`src/rtl/inst_fetch_unit_pkg.sv`:
```
// Shared types for the nux fetch stage: instruction/address words,
// the fetch-queue entry layout and the default reset PC.
package inst_fetch_unit_pkg;

    typedef logic [31:0] Inst;
    typedef logic [31:0] Address;

    localparam Address INST_FETCH_RESET_PC = 32'h0000_0000;

    typedef struct packed {
        Inst    inst;
        Address pc;
    } fetch_entry_t;

    // Sequential word address; wraps from 32'hFFFF_FFFC to 0.
    function automatic Address next_word(input Address a);
        return a + 32'd4;
    endfunction

endpackage

```
`src/rtl/inst_fetch_unit_fetch_queue.sv`:
```
// Small synchronous FIFO of {inst, pc} entries between the memory response
// and decode. Flush wins over push and pop.
module fetch_queue
    import inst_fetch_unit_pkg::*;
#(
    parameter int QUEUE_DEPTH = 2,
    localparam int OCC_W = $clog2(QUEUE_DEPTH + 1),
    localparam int PTR_W = $clog2(QUEUE_DEPTH)
) (
    input  logic             clk,
    input  logic             reset,
    input  logic             push,
    input  fetch_entry_t     push_entry,
    input  logic             pop,
    input  logic             flush,
    output logic [OCC_W-1:0] occ,
    output fetch_entry_t     head
);

    localparam logic [PTR_W-1:0] LAST_PTR = PTR_W'(QUEUE_DEPTH - 1);

    fetch_entry_t     mem_q [QUEUE_DEPTH];
    fetch_entry_t     mem_d [QUEUE_DEPTH];
    logic [PTR_W-1:0] rd_ptr_q, rd_ptr_d;
    logic [PTR_W-1:0] wr_ptr_q, wr_ptr_d;
    logic [OCC_W-1:0] occ_q, occ_d;

    function automatic logic [PTR_W-1:0] ptr_inc(input logic [PTR_W-1:0] p);
        return (p == LAST_PTR) ? '0 : p + PTR_W'(1);
    endfunction

    always_comb begin
        mem_d    = mem_q;
        rd_ptr_d = rd_ptr_q;
        wr_ptr_d = wr_ptr_q;
        occ_d    = occ_q;
        if (flush) begin
            rd_ptr_d = '0;
            wr_ptr_d = '0;
            occ_d    = '0;
        end else begin
            if (push) begin
                mem_d[wr_ptr_q] = push_entry;
                wr_ptr_d        = ptr_inc(wr_ptr_q);
            end
            if (pop) begin
                rd_ptr_d = ptr_inc(rd_ptr_q);
            end
            occ_d = occ_q + OCC_W'(push) - OCC_W'(pop);
        end
    end

    always_ff @(posedge clk or negedge reset) begin
        if (!reset) begin
            for (int i = 0; i < QUEUE_DEPTH; i++) begin
                mem_q[i] <= '0;
            end
            rd_ptr_q <= '0;
            wr_ptr_q <= '0;
            occ_q    <= '0;
        end else begin
            mem_q    <= mem_d;
            rd_ptr_q <= rd_ptr_d;
            wr_ptr_q <= wr_ptr_d;
            occ_q    <= occ_d;
        end
    end

    assign occ  = occ_q;
    assign head = mem_q[rd_ptr_q];

endmodule

```
`src/rtl/inst_fetch_unit.sv`:
```
// Fetch stage: owns the fetch PC and issue logic, feeds the fetch queue from
// a one-cycle-latency instruction memory and presents the head to decode.
module inst_fetch_unit
    import inst_fetch_unit_pkg::*;
#(
    parameter Address RESET_PC    = INST_FETCH_RESET_PC,
    parameter int     QUEUE_DEPTH = 2
) (
    input  logic   clk,
    input  logic   reset,
    input  logic   stall,
    input  logic   jump,
    input  Address jump_target,
    output logic   imem_en,
    output Address imem_addr,
    input  Inst    imem_data,
    output Inst    inst,
    output Address pc,
    output Address npc,
    output logic   valid
);

    localparam int OCC_W = $clog2(QUEUE_DEPTH + 1);
    localparam logic [OCC_W:0] DEPTH_L = (OCC_W + 1)'(QUEUE_DEPTH);

    // Decode handshake: an instruction transfers in any cycle where valid is
    // high, stall is low and no jump is redirecting; otherwise the head holds.
    logic             pop;
    logic             push;
    logic             jump_live;
    logic             room;
    logic [OCC_W-1:0] occ;
    logic [OCC_W:0]   level;
    fetch_entry_t     head;
    fetch_entry_t     push_entry;

    Address fpc_q, fpc_d;
    Address req_addr_q, req_addr_d;
    logic   inflight_q, inflight_d;

    fetch_queue #(
        .QUEUE_DEPTH(QUEUE_DEPTH)
    ) u_fetch_queue (
        .clk       (clk),
        .reset     (reset),
        .push      (push),
        .push_entry(push_entry),
        .pop       (pop),
        .flush     (jump),
        .occ       (occ),
        .head      (head)
    );

    always_comb begin
        jump_live  = jump & reset;
        valid      = (occ != '0);
        pop        = valid & ~stall & ~jump;
        // A response landing in the jump cycle belongs to the old path.
        push       = inflight_q & ~jump;
        push_entry = '{inst: imem_data, pc: req_addr_q};
        level      = {1'b0, occ} + (OCC_W + 1)'(inflight_q) - (OCC_W + 1)'(pop);
        room       = (level < DEPTH_L);
        imem_en    = reset & (jump | room);
        imem_addr  = jump_live ? (jump_target & ~32'h3) : fpc_q;
        fpc_d      = imem_en ? next_word(imem_addr) : fpc_q;
        req_addr_d = imem_en ? imem_addr : req_addr_q;
        inflight_d = imem_en;
        inst       = valid ? head.inst : '0;
        pc         = valid ? head.pc : '0;
        npc        = valid ? next_word(head.pc) : '0;
    end

    always_ff @(posedge clk or negedge reset) begin
        if (!reset) begin
            fpc_q      <= RESET_PC;
            req_addr_q <= RESET_PC;
            inflight_q <= 1'b0;
        end else begin
            fpc_q      <= fpc_d;
            req_addr_q <= req_addr_d;
            inflight_q <= inflight_d;
        end
    end

endmodule
```
`config.mk`:
```
export PLATFORM = sky130hd
export DESIGN_NAME = inst_fetch_unit
export DESIGN_NICKNAME = d
export VERILOG_FILES = /design/src/rtl/inst_fetch_unit_pkg.sv /design/src/rtl/inst_fetch_unit_fetch_queue.sv /design/src/rtl/inst_fetch_unit.sv
export SDC_FILE = /design/constraint.sdc
export NUM_CORES = 1
export LEC_CHECK = 0
export CAP_MARGIN = 5
export CORE_MARGIN = 4
export CORE_UTILIZATION = 30
export DETAILED_ROUTE_END_ITERATION = 8
export HOLD_SLACK_MARGIN = 0.03
export SYNTH_ARGS = -nofsm -noshare
export SYNTH_HDL_FRONTEND = slang
export SYNTH_HIERARCHICAL = 1
export SYNTH_SLANG_ARGS = --single-unit
export TNS_END_PERCENT = 100
```
`constraint.sdc`:
```
create_clock -name clk -period 3.16 [get_ports clk]
set_input_delay 0.474 -clock clk [delete_from_list [all_inputs] [get_ports clk]]
set_output_delay 0.474 -clock clk [all_outputs]
set_load 0.005 [all_outputs]
```
==> impl.org <==
** Logic synthesis
- The Yosys step of the flow raised 6 warnings.
- A synthesized cell averages 11.4 um^2.
- Post-synthesis sequential area ratio :: 44.8%
- Number of enable-type register cells in the synthesized netlist :: 0
- Predominant post-synthesis flop cell :: sky130_fd_sc_hd__dfrtp_1
- The number of nets handed over by synthesis was 1030.
- Synthesis instantiated 49 different standard cells from the library.
- After synthesis the cells add up to 10900 um^2.
- Synthesis inferred 195 register bits.
- Counting every instance in the synthesized netlist gives 956.
- Proportion of register bits with asynchronous set or reset after synthesis :: 100%

** Floorplan
- Placement Rows :: 69
- Die Footprint :: 39500 um^2
- Once the floorplan was initialized, standard cells occupied 30.5% of the core.
- I/O Pins :: 198
- Measured along the x axis, the die boundary spans 199 um.
- Die Span Y :: 199 um
- The core region is 35700 um^2.

** Place
- Routability-driven placement congestion ratio :: 0.845
- Number of input and output port buffers inserted :: 195
- Including well taps, the total number of placed cells is 1640.
- The placed instances occupy a cell area of 13700 um^2.
- Timing analysis after detailed placement gives a worst setup slack of -0.292 ns.
- Detailed placement HPWL :: 21.0 mm

** Power
- The internal portion of the total power is 9.05 mW.
- Total leakage power :: 6.38 nW
- In this run the power density over the cells is 961 nW/um^2.
- Final Total Pwr :: 14.1 mW
- Power share of the clock group :: 15.5%
- Worst IR drop on VDD :: 352 uV
- Logic pwr share :: 53.1%
- Sequential Power Share :: 31.5%
- Switching fraction of total power :: 36.0%
- In this run the power spent charging and discharging nets is 5.08 mW.

** Outcome
- The final reports fail on negative setup slack.
- The run finished, with violations left.

** Routing
- ANT nets after route :: 0
- The routed layout has 7938 vias.
- After detailed routing, the total wire length is 29.6 mm.
- In this run, the number of DRC markers left after iteration 0 of detailed routing was 302.
- Post-detailed-route DRC marker count :: 0
- In the final routing, the length of wire on met1 measures 15.2 mm.
- After detailed routing, the number of vias per cell comes to 4.70.
- Length of the first detailed-routing pass in iterations :: 4
- Summed over all nets, wire length on met3 after detailed routing comes to 1.26 mm.
- After detailed routing, the average wire length per cell comes to 17.5 um.
- Top metal layer carrying routed signals :: met4
- Met2 wire len :: 12.9 mm

** Worst setup path
- Largest fanout of any net on the critical path :: 8
- CP arrival :: 2.69 ns
- In this design, the stage delay of the slowest critical-path cell is 0.46 ns.
- The worst setup path is of the reg -> out kind.
- The worst setup path is launched from a flip-flop.
- Sequence of cells on the critical path :: buf_12, buf_12, mux2_4, and4_4, and4_4, buf_12, nand3_4, or3_4, a21oi_2, buf_2
- Cell repeated most along the worst path :: sky130_fd_sc_hd__buf_12
- Worst-path cell with the longest stage delay :: sky130_fd_sc_hd__dfrtp_2
- Capturing element type of the critical path :: primary output
- Critical path buffers and inverters :: 4
- On the critical path the largest part of the delay comes from simple AND/OR/NAND/NOR gates.
- For the worst setup path, the data required time is 2.69 ns.

** STA
- Maximum clock frequency :: 0.316 GHz
- Setup Total Neg Slack :: -0.00780 ns
- Final Skew :: 0.0137 ns
- After layout, the minimum clock period comes to 3.17 ns.
- Setup slack of the critical path after layout :: -0.00780 ns
- In the finished design, the share of the clock period the worst path needs comes to 100%.
- For the pin with the worst max-slew slack, the measured transition is 0.862 ns.
- Count of final setup violators :: 1
- Worst hold margin :: 0.173 ns
- Measured against its own limit, the worst slew margin works out to 42.5%.
- RSZ-0062 raised after global routing :: yes
- Number of pins exceeding their max-slew limit in the final report :: 0
- Final count of hold timing violations :: 0

** Cells and area
- The finished layout holds 1689 standard cells, fillers aside.
- Cells fill 41.2% of the core in the end.
- Diode count :: 0
- Leaving out fill and tap cells, the most frequent cells in the layout are sky130_fd_sc_hd__dfrtp_1, sky130_fd_sc_hd__clkdlybuf4s50_1, sky130_fd_sc_hd__mux2_2.
- Final Net Count :: 1289
- Of the cells placed in the final design, the portion with a size suffix greater than 1 is 33.6%.
- Final standard cell area without fillers :: 14700 um^2
- From synthesis to final layout, the design area changed by 34.9%.
- Leaving out fill and tap cells, the most frequent cell in the layout is sky130_fd_sc_hd__dfrtp_1.

** Global routing
- Global-route wire length before repair :: 46.9 mm
- Total grt overflow :: 0
- Entering global routing, the biggest net connects 161 pins.
- The initial antenna violation count is 0.
- Number of global-route vias before repair :: 8161
- For this run, the total global-route usage over all layers was measured as 15.0%.

** CTS
- TritonCTS created 17 clock buffers.
- After clock tree synthesis, the clock-pin slew on the worst setup and hold paths is 0.09 ns.
- Root Buffer Master :: sky130_fd_sc_hd__clkbuf_16
- CTS tree :: yes
- The H-tree was split into 4 levels.
- Sink count of the clock tree :: 195
- At the later pin of the worst-skew pair, clock insertion delay measures 0.44 ns.
- Number of buffers on the longest clock path :: 2

** Min path
- The min-delay analysis places its worst path in the category in -> async.

** Flow run
- Reported max-cap violation count :: 0
## registers in the layout, indices dropped and copies added, names as in the netlist
name                    count
req_addr_q                 32
fpc_q                      30
u_fetch_queue/mem_q       128
u_fetch_queue/wr_ptr_q      1
inflight_q                  1
u_fetch_queue/occ           2
u_fetch_queue/rd_ptr_q      1
## area by class of cell
type	count	area, um^2
tap	461	577
clock inverter	14	163
clock buffer	18	429
inverter	26	97.6
sequential	195	4880
multi-input combinational	679	5750
timing repair buffer	296	2810
fill	3454	21000
## worst reg2reg max path, delay by kind of cell (launching register included)
family / cells / cell delay, ns
compound gates: 1 / 0.13
fa+ha+maj: 2 / 0.77
buf+inv: 2 / 0.64
flops: 1 / 0.43
simple gates: 7 / 0.89
## synth_stat cells, types with 8 or more instances
| master | instances | area, um^2 |
|---|---|---|
| sky130_fd_sc_hd__nand4_1 | 29 | 181 |
| sky130_fd_sc_hd__xor2_1 | 17 | 149 |
| sky130_fd_sc_hd__mux2_2 | 144 | 1620 |
| sky130_fd_sc_hd__xnor2_1 | 31 | 272 |
| sky130_fd_sc_hd__mux2i_1 | 19 | 190 |
| sky130_fd_sc_hd__o21ai_0 | 14 | 70.1 |
| sky130_fd_sc_hd__nor2_1 | 82 | 308 |
| sky130_fd_sc_hd__nand2_1 | 59 | 221 |
| sky130_fd_sc_hd__a21oi_1 | 37 | 185 |
| sky130_fd_sc_hd__clkbuf_1 | 12 | 45.0 |
| sky130_fd_sc_hd__dfrtp_1 | 195 | 4880 |
| sky130_fd_sc_hd__buf_2 | 21 | 105 |
| sky130_fd_sc_hd__o21ai_1 | 13 | 65.1 |
| sky130_fd_sc_hd__nand3_1 | 20 | 100 |
| sky130_fd_sc_hd__and4_1 | 8 | 70.1 |
| sky130_fd_sc_hd__nor3_1 | 8 | 40.0 |
| sky130_fd_sc_hd__and2_1 | 67 | 419 |
| sky130_fd_sc_hd__buf_6 | 13 | 146 |
| sky130_fd_sc_hd__mux2_4 | 63 | 946 |
| sky130_fd_sc_hd__inv_1 | 26 | 97.6 |
## kinds of logic after synthesis
logic type	after synthesis	share of synthesized area, %
and+or+nand+nor	315	15.6
adders and majority gates	6	0.757
xor gates and xnor gates	49	4.06
muxes	231	25.8
AOI/OAI and AO/OA	78	3.96
DFF	195	44.8
buffers and inverters	82	5.06
## repair_timing
item,in CTS,in global routing
pin swaps,17,24
setup buffers,9,8
resized for setup,119,39
endpoints found under the setup margin,37,93
cloned,1,1
hold endpoints to repair,7,0
hold buffers,1,0
## path summary, 6_finish.rpt
kind	start	end	cells past startpoint	slack, ns
max in group asynchronous	reset	u_fetch_queue/mem_q[120]	3	1.90
hold reg to reg	u_fetch_queue/mem_q[102]	u_fetch_queue/mem_q[102]	1	0.49
setup reg to reg	u_fetch_queue/occ[0]	fpc_q[19]	12	0.20
setup / recovery	u_fetch_queue/rd_ptr_q	npc[27]	10	-0.008
hold / removal	reset	u_fetch_queue/occ[1]	2	0.17
min in group clk	u_fetch_queue/mem_q[102]	u_fetch_queue/mem_q[102]	1	0.49
## metal layers
metal / vias to the layer above / track usage, %
met4: 0 / 2.86
met1: 3891 / 22.7
met3: 16 / 2.68
met2: 196 / 22.5
li1: 3835 / -
met5: - / 0
## power groups by stage
stage | clock network (mW) | registers (mW) | logic, mW
final | 2.18 | 4.45 | 7.50
after global routing | 2.35 | 4.63 | 8.23
after CTS | 2.25 | 4.44 | 7.49
after detailed placement | 0 | 4.47 | 7.35
after global placement | 0 | 4.41 | 7.27
after floorplan | 0 | 4.20 | 4.24
No activity file was read; power rests on OpenSTA's default activity.
==> edit, RTL diff (same settings) <==
Make the reset (`reset`) synchronous in 2 clocked blocks.
--- a/src/rtl/inst_fetch_unit_fetch_queue.sv
+++ b/src/rtl/inst_fetch_unit_fetch_queue.sv
@@ -52,3 +52,3 @@
 
-    always_ff @(posedge clk or negedge reset) begin
+    always_ff @(posedge clk) begin
         if (!reset) begin
--- a/src/rtl/inst_fetch_unit.sv
+++ b/src/rtl/inst_fetch_unit.sv
@@ -72,3 +72,3 @@
 
-    always_ff @(posedge clk or negedge reset) begin
+    always_ff @(posedge clk) begin
         if (!reset) begin
Function: differs if reset is asserted again (counterexample within 4 cycles, from zero or initial values and one cycle with reset low); with reset held inactive, the same outputs for 4 cycles.
==> edit against the original RTL <==
Fmax fell by 2.5%; the flow still finishes with violations (negative setup slack); cell area fell by 2.8%; area after synthesis fell by 3.5%; largest cell class unchanged; worst setup slack got worse by 0.081 ns; critical path depth rose by 2; wire length rose by 7.7%; sequential cell count did not move; first-iteration DRC count rose by 59%; via count rose by 17%; synthesized cell count rose by 28%.
Power is not compared: it rests on default switching activity, and its combinational part moved more than twofold at a synthesized area within 25%.
==> edit: results (changes against the original RTL) <==
The dominant synthesized flop cell was sky130_fd_sc_hd__dfxtp_1 (was sky130_fd_sc_hd__dfrtp_1). The count of final setup violators came out at 8 (was 1). The worst min-delay path category was in -> reg (was in -> async).

Reg2reg setup slack: 0.51 ns (was 0.20 ns). Violations in the final reports: negative setup slack (unchanged). The share of cell area taken by muxes after synthesis is 0.219 (was 0.258). The run gives 13400 sq um (was 13700 sq um) as the standard cell area after detailed placement. The sum of met3 wire segment lengths after detailed routing came out at 1.69 mm (was 1.26 mm). Largest cells by area after synthesis: sky130_fd_sc_hd__dfxtp_1 (37%), sky130_fd_sc_hd__mux2i_1 (14%), sky130_fd_sc_hd__nand2_1 (9.3%) (was sky130_fd_sc_hd__dfrtp_1 (45%), sky130_fd_sc_hd__mux2_2 (15%), sky130_fd_sc_hd__mux2_4 (8.7%)). The maximum net fanout on the critical path works out to 6 (was 8). The violation count after the first detailed-routing iteration came out at 479 (was 302). The flow ran to the end, but the final reports show violations. The logs give 2.77 ns (was 2.69 ns) for the arrival time reported for the critical path endpoint and 3495 (was 3454) for the fill cell instance count of the final layout. The worst hold margin was 0.433 ns (was 0.173 ns). The share of async-settable or async-resettable flops after synthesis came out at 0 (was 1.00). The pin count of the biggest net entering global routing was 95 (was 161). For the number of vias in the routed layout, the log shows 9284 (was 7938).

The layout net count is 1545 (was 1289). The total instance count after detailed placement was 1890 (was 1640). The parity-gate share of the synthesized area counting xor and xnor cells was 0.0363 (was 0.0406).

The final worst slack is -0.0888 ns (was -0.00780 ns). The run gives 15.9 mm (was 15.2 mm) as the sum of routed wire segments on met1. Synthesized-area fraction occupied by ao, oa, aoi and oai cells: 0.0548 (was 0.0396).

The wire length on met2 came out at 13.8 mm (was 12.9 mm). Share of cells above drive strength 1: 0.189 (was 0.336). End of the worst register-to-register path: fpc_q[23] (was fpc_q[19]). The run gives 5 (was 4) as the length of the first detailed-routing pass in iterations. For the number of library cell types mapped by synthesis, the log shows 58 (was 49).

The count of mapped cells out of synthesis came out at 1225 (was 956). The worst setup slack before clock tree synthesis was -0.228 ns (was -0.292 ns). The number of nets in the synthesized netlist was 1299 (was 1030). The run gives -0.410 ns (was -0.00780 ns) as the total negative setup slack. The reg-to-reg startpoint is u_fetch_queue/occ[0] (unchanged). The overall global routing resource usage came out at 0.161 (was 0.150). Largest registers: u_fetch_queue/mem_q (128), fpc_q (32), req_addr_q (30) (was u_fetch_queue/mem_q (128), req_addr_q (32), fpc_q (30)).

The logs give 0.375 (was 0.425) for the worst relative slew slack and 9025 (was 8161) for the number of global-route vias before repair. The arithmetic-cell share of the synthesized area counting full adders, half adders and majority gates is 0.00785 (was 0.00757).
## edit: cell count changes after synthesis, sizes merged, moves of 17 or more
cell and change:
mux2 -143, nand3 +26, clkbuf +17, dfrtp -195
mux2i +133, a211oi +24, a21oi -24, dfxtp +195
nand2 +202, buf +17
## edit: per-layer routing
| layer | GRT usage | vias to the layer above |
|---|---|---|
| met5 | 0 | - |
| met2 | 0.246 | 254 |
| met1 | 0.235 | 4353 |
| met4 | 0.0411 | 0 |
| li1 | - | 4655 |
| met3 | 0.0297 | 22 |
## edit: where the power goes
part / switching (uW) / total (uW) / internal, uW
clock network: 1020 / 2240 / 1220
logic: 399 / 771 / 372
registers: 56.3 / 2600 / 2540
total: 1480 / 5610 / 4130
## edit: repair_timing
action                     4_1_cts  5_1_grt
setup endpoints to repair       24       18
gates cloned                     2        0
pin swaps                       17        8
setup buffers                   10        6
resized for setup               98       30
hold buffers                     0        0
## edit: final cells by class
class                           count  area, sq um  area share
Multi-Input combinational cell    907         6120       0.428
Sequential cell                   195         3910       0.273
Timing Repair Buffer              317         2970       0.208
Tap cell                          455          569      0.0398
Clock buffer                       19          443      0.0310
Clock inverter                     13          164      0.0115
Inverter                           33          124     0.00866
## edit: worst max-delay path by stage
stage | endpoint | slack, ns | depth (start not counted)
floorplan | fpc_q[25] | 0.09 | 11
global placement | imem_en | -0.21 | 9
detailed placement | imem_en | -0.23 | 9
CTS | npc[29] | -0.11 | 12
global route | npc[29] | -0.30 | 12
finish | npc[29] | -0.09 | 12
## edit: tightest hold or removal path, delay by kind of cell
kind	cells	cell delay [ns]
buffers and inverters	1	0.18
AND/OR/NAND/NOR	1	0.10
AO/OA/AOI/OAI	1	0.05
